<file path="src/rtl/vga_mem_arbiter.sv">
// Arbitrates one single-port memory between a video line fetcher (fixed-length bursts)
// and a host port (single-word reads/writes), alternating on ties and inserting a turnaround cycle.
module vga_mem_arbiter #(
  parameter int AW    = 19,
  parameter int DW    = 32,
  parameter int BURST = 16
) (
  input  logic          pixel_clk,
  input  logic          pixel_rst,
  input  logic          vid_req,
  input  logic [AW-1:0] vid_addr,
  output logic          vid_ack,
  output logic          vid_rvalid,
  output logic [DW-1:0] vid_rdata,
  output logic          vid_done,
  input  logic          host_req,
  input  logic          host_we,
  input  logic [AW-1:0] host_addr,
  input  logic [DW-1:0] host_wdata,
  output logic          host_ack,
  output logic [DW-1:0] host_rdata,
  output logic          mem_req,
  output logic          mem_we,
  output logic [AW-1:0] mem_addr,
  output logic [DW-1:0] mem_wdata,
  input  logic          mem_ack,
  input  logic [DW-1:0] mem_rdata,
  output logic [1:0]    dbg_state
);

  localparam int CW = (BURST > 1) ? $clog2(BURST) : 1;

  typedef enum logic [1:0] {
    IDLE = 2'd0,
    VID  = 2'd1,
    HOST = 2'd2,
    TURN = 2'd3
  } state_t;

  state_t        state, state_n;
  logic          last_vid;
  logic [AW-1:0] base;
  logic [CW-1:0] cnt;
  logic          grant_vid, grant_host, burst_last;

  // Handshakes: a requester holds *_req high until its one-cycle ack; the memory
  // completes an access on any edge where mem_req and mem_ack are both high, and
  // mem_ack is ignored while mem_req is low.
  always_comb begin
    state_n    = state;
    grant_vid  = 1'b0;
    grant_host = 1'b0;
    burst_last = (cnt == CW'(BURST - 1));
    case (state)
      IDLE: begin
        if (vid_req && (!host_req || !last_vid)) begin
          grant_vid = 1'b1;
          state_n   = VID;
        end else if (host_req) begin
          grant_host = 1'b1;
          state_n    = HOST;
        end
      end
      VID:     if (mem_ack && burst_last) state_n = TURN;
      HOST:    if (mem_ack) state_n = TURN;
      TURN:    state_n = IDLE;
      default: state_n = IDLE;
    endcase
  end

  always_ff @(posedge pixel_clk or posedge pixel_rst) begin
    if (pixel_rst) state <= IDLE;
    else           state <= state_n;
  end

  always_ff @(posedge pixel_clk or posedge pixel_rst) begin
    if (pixel_rst) begin
      last_vid   <= 1'b0;
      base       <= '0;
      cnt        <= '0;
      vid_ack    <= 1'b0;
      vid_rvalid <= 1'b0;
      vid_rdata  <= '0;
      vid_done   <= 1'b0;
      host_ack   <= 1'b0;
      host_rdata <= '0;
      mem_req    <= 1'b0;
      mem_we     <= 1'b0;
      mem_addr   <= '0;
      mem_wdata  <= '0;
    end else begin
      vid_ack    <= 1'b0;
      vid_rvalid <= 1'b0;
      vid_done   <= 1'b0;
      host_ack   <= 1'b0;
      if (grant_vid) begin
        base     <= vid_addr;
        cnt      <= '0;
        last_vid <= 1'b1;
        mem_req  <= 1'b1;
        mem_we   <= 1'b0;
        mem_addr <= vid_addr;
        vid_ack  <= 1'b1;
      end
      if (grant_host) begin
        last_vid  <= 1'b0;
        mem_req   <= 1'b1;
        mem_we    <= host_we;
        mem_addr  <= host_addr;
        mem_wdata <= host_wdata;
      end
      // Burst address is rebuilt from the latched base so it wraps modulo 2^AW.
      if (state == VID && mem_ack) begin
        vid_rvalid <= 1'b1;
        vid_rdata  <= mem_rdata;
        cnt        <= cnt + CW'(1);
        mem_addr   <= base + AW'(cnt) + AW'(1);
        if (burst_last) begin
          vid_done <= 1'b1;
          mem_req  <= 1'b0;
        end
      end
      if (state == HOST && mem_ack) begin
        host_ack   <= 1'b1;
        host_rdata <= mem_rdata;
        mem_req    <= 1'b0;
        mem_we     <= 1'b0;
      end
    end
  end

  assign dbg_state = state;

endmodule

</file>
<file path="config.mk">
export PLATFORM = sky130hd
export DESIGN_NAME = vga_mem_arbiter
export DESIGN_NICKNAME = d
export VERILOG_FILES = /design/src/rtl/vga_mem_arbiter.sv
export SDC_FILE = /design/constraint.sdc
export NUM_CORES = 1
export LEC_CHECK = 0
export BUFFER_PORTS_ARGS = -buffer_cell sky130_fd_sc_hd__buf_2
export CORE_MARGIN = 2
export CORE_UTILIZATION = 50
export CTS_CLUSTER_SIZE = 40
export DETAILED_ROUTE_END_ITERATION = 10
export PLACE_DENSITY = 0.92
export SLEW_MARGIN = 20
export SYNTH_ARGS = -nofsm -noshare
export SYNTH_HDL_FRONTEND = slang
export SYNTH_SLANG_ARGS = --single-unit
</file>
<file path="constraint.sdc">
create_clock -name pixel_clk -period 5.6 [get_ports pixel_clk]
set_input_delay 0 -clock pixel_clk [delete_from_list [all_inputs] [get_ports pixel_clk]]
set_output_delay 0 -clock pixel_clk [all_outputs]
set_load 0.01 [all_outputs]
</file>
==> metrics.md <==
| Metric | Value |
|---|---|
| Worst path max stage delay | `0.75 ns` |
| #FFs+latches synth | `between 100 and 150` |
| Post-layout min period | `between 3 and 4 ns` |
| Most Crowded Layer GR | `met2` |
| Asr flop ratio synth | `100.0%` |
| Largest net degree at the start of global routing | `77` |
| Wire per inst | `18.13 um` |
| Register area share after synthesis | `57.95%` |
| Hold buffers post-CTS | `97` |
| Setup WS post-layout | `2.508 ns` |
| GRT overflow | `0` |
| Most used cell, CP | `nand2_1` |
| Hold slack | `0.006828 ns` |
| Ports | `231` |
| FP Rows | `between 40 and 50` |
| Post-CTS Setup Bufs | `0` |
| Cell Chain, Critical Path | `inv_1 > ha_1 > nand2_1 > nand2_1 > o21ai_0 > o22ai_1` |
| Die area | `13610 um^2` |
| Measured slew at the worst slew-check pin | `between 0.9 and 1 ns` |
| Final #Nets | `~1.1k` |
| Setup crit start kind | `flop` |
| Chip width | `116.7 um` |
| Hpwl dp | `11380 um` |
| Synthesized area per cell | `~9.9 um^2` |
| Worst path buffer plus inverter count | `1` |
| Vias in the first global route | `6417` |
| Share of cells above drive strength 1 | `29.16%` |
| Worst Path Arrival | `roughly 3.4 ns` |
| Worst min path class | `in2reg` |
| Crit path required time | `5.88 ns` |
| Final Hold Vio Count | `0` |
| Crit share post-route | `55.21%` |
| WP depth | `6` |
| Reg2reg setup slack | `2.51 ns` |
| Core Area | `12520 um^2` |
| CP Capture Type | `flop` |
| Family with the most delay on the worst path | `simple AND/OR/NAND/NOR gates` |
| Critical-path top delay cell | `nand2_1` |
| DRT iter0 DRCs | `534` |
| Post_cts resized | `0` |
| Pwr dens | `539.9 nW/um^2` |
| Fmax | `323.4 MHz` |
| Synthesized Nets | `760` |
| Initial DRT Pass Iterations | `5` |
| TritonCTS clock tree | `yes` |
| Ys Warns | `0` |
| Ys flop type | `dfrtp_1` |
| RSZ-0062 raised after global routing | `no` |
| Slew HR | `38.34%` |
| Mapped Cells | `642` |
| Most frequent cells in the layout | `256 x nand2_1, 230 x buf_2, 147 x dfrtp_1` |
| Final setup viols | `0` |
| Worst-path clk slew | `around 0.06 ns` |
| Synth cell types | `47` |
| Routing usage on met3 | `10.02%` |
| Max clock buf depth | `2` |
| Area grow syn2layout | `44.65%` |
| Crit Path Class | `reg2reg` |
| Max-Cap Viols | `0` |
| Clk sinks | `147` |
| Global placer's final weighted congestion | `0.8224` |
| Root Driver | `clkbuf_16` |
| Design area | `9181 um^2` |
| Status | `completed` |
| Pleak | `4.772 nW` |
| EDFF count, synth | `0` |
| Place WS | `2.738 ns` |
| Global Route Usage Sum | `31.24%` |
| Routed wire length | `about 21000 um` |
| Routing usage on met1 | `between 30% and 40%` |
| Met2 Track Usage GR | `51.09%` |
| Worst R2R Path Depth | `6` |
| Most common cell after layout, fill and taps aside | `nand2_1` |
| Vias/cell | `5.429` |
| Setup TNS | `0 ns` |
| Antenna violations before repair | `1` |
| Initial cell density of the core | `50.71%` |
| Worst Setup EP | `mem_addr[13]` |
| Clock Latency Late Sink | `0.43 ns` |
| First-pass GRT wire length | `32020 um` |
| # H-tree levels | `4` |
| CTS buffer count | `17` |
| Reg2reg end | `mem_addr[13]` |
| Worst r2r src | `dbg_state[0]` |
| Residual DRC count | `0` |
| IO buf count | `230` |
| Max Transition Viols Final | `0` |
| Routed Antenna Nets | `0` |
| Die Height | `between 100 and 150 um` |
| Post-DP Area | `7629 um^2` |
| Origin of the worst setup path | `dbg_state[0]` |
| Vias | `roughly 6.2k` |
| Worst vdd ir | `0.0002886 V` |
| Post-Synthesis Cell Area | `6347 um^2` |
| CP max FO | `25` |
| Setup Skew | `0.009673 ns` |
## synthesized netlist by cell type, types with 2 or more instances
library cell	instances	area, um^2
o21ai_0	16	80.08
mux2_1	38	427.9
nand3_1	8	40.04
mux2i_1	2	20.02
nand2b_1	2	12.51
dfrtp_1	147	3679
and3_1	3	18.77
o32ai_1	2	17.52
nor2b_1	3	18.77
nand4_1	3	18.77
inv_2	5	18.77
o21ai_1	12	60.06
nand2_1	257	964.7
clkbuf_1	23	86.33
ha_1	9	112.6
nor2_1	23	86.33
o22ai_1	18	112.6
and4_1	3	26.28
buf_2	3	15.01
or4_1	2	15.01
o211ai_1	6	45.04
o2bb2ai_1	2	17.52
inv_1	8	30.03
buf_1	3	11.26
o21a_1	2	15.01
mux2_2	8	90.09
xor2_1	14	122.6
## where the power goes
part,internal [mW],switching (mW),total [mW]
Sequential,1.57,0.343,1.91
Combinational,0.789,1.14,1.93
Clock,0.667,0.454,1.12
Total,3.02,1.93,4.96
## routing by layer
layer | wire (um) | share of wire [%] | vias to the layer above
met5 | 0 | 0 | -
met1 | 7751 | 37 | 2974
met3 | 1792 | 8.6 | 104
met4 | 1174 | 5.6 | 0
met2 | 10080 | 48 | 399
li1 | - | - | 2750
## sequential cells by signal, indices dropped and copies added (netlist names), 2 cells and up
| signal | cells |
|---|---|
| host_rdata | 32 |
| mem_wdata | 32 |
| vid_rdata | 32 |
| base | 19 |
| mem_addr | 19 |
| cnt | 4 |
| dbg_state | 2 |
## through the flow
stage | cells | utilization, % | power [mW]
after floorplan | 642 | - | 2.932
after global placement | 1017 | 60.95 | 3.593
after detailed placement | 1017 | 60.95 | 3.679
after CTS | 1146 | 73.33 | 4.863
after global routing | 1147 | 73.35 | 5.258
final | 1147 | 73.35 | 4.957
## how the worst min path moves through the flow
stage,startpoint,to,slack (ns),cells past startpoint
final,host_addr[7],mem_addr[7],0.007,4
after global routing,host_addr[10],mem_addr[10],0.05,4
after CTS,host_addr[6],mem_addr[6],0.001,4
after detailed placement,pixel_rst,mem_wdata[13],0.15,2
after global placement,pixel_rst,mem_wdata[13],0.14,2
after floorplan,vid_addr[10],base[10],0.11,2
## final cells by class
cell class,count,area [um^2]
multi-input combinational,451,2500
timing repair buffer,331,2152
tap,172,215.2
fill,803,3336
clock buffer,20,446.7
sequential,147,3679
inverter,13,53.80
clock inverter,12,132.6
antenna,1,2.502
## worst min-delay path: cells and delay by family
kind            cells  cell delay, ns
compound gates      1            0.15
mux                 1            0.11
buf+inv             1            0.08
simple gates        1            0.04
## kinds of logic after synthesis
family	synth area share (%)
and+or+nand+nor	19.20
DFF	57.95
AOI/OAI and AO/OA	7.373
muxes	8.476
buffers and inverters	2.839
xor gates and xnor gates	2.070
adders and majority gates	2.090
(Power assumes the default switching activity.)
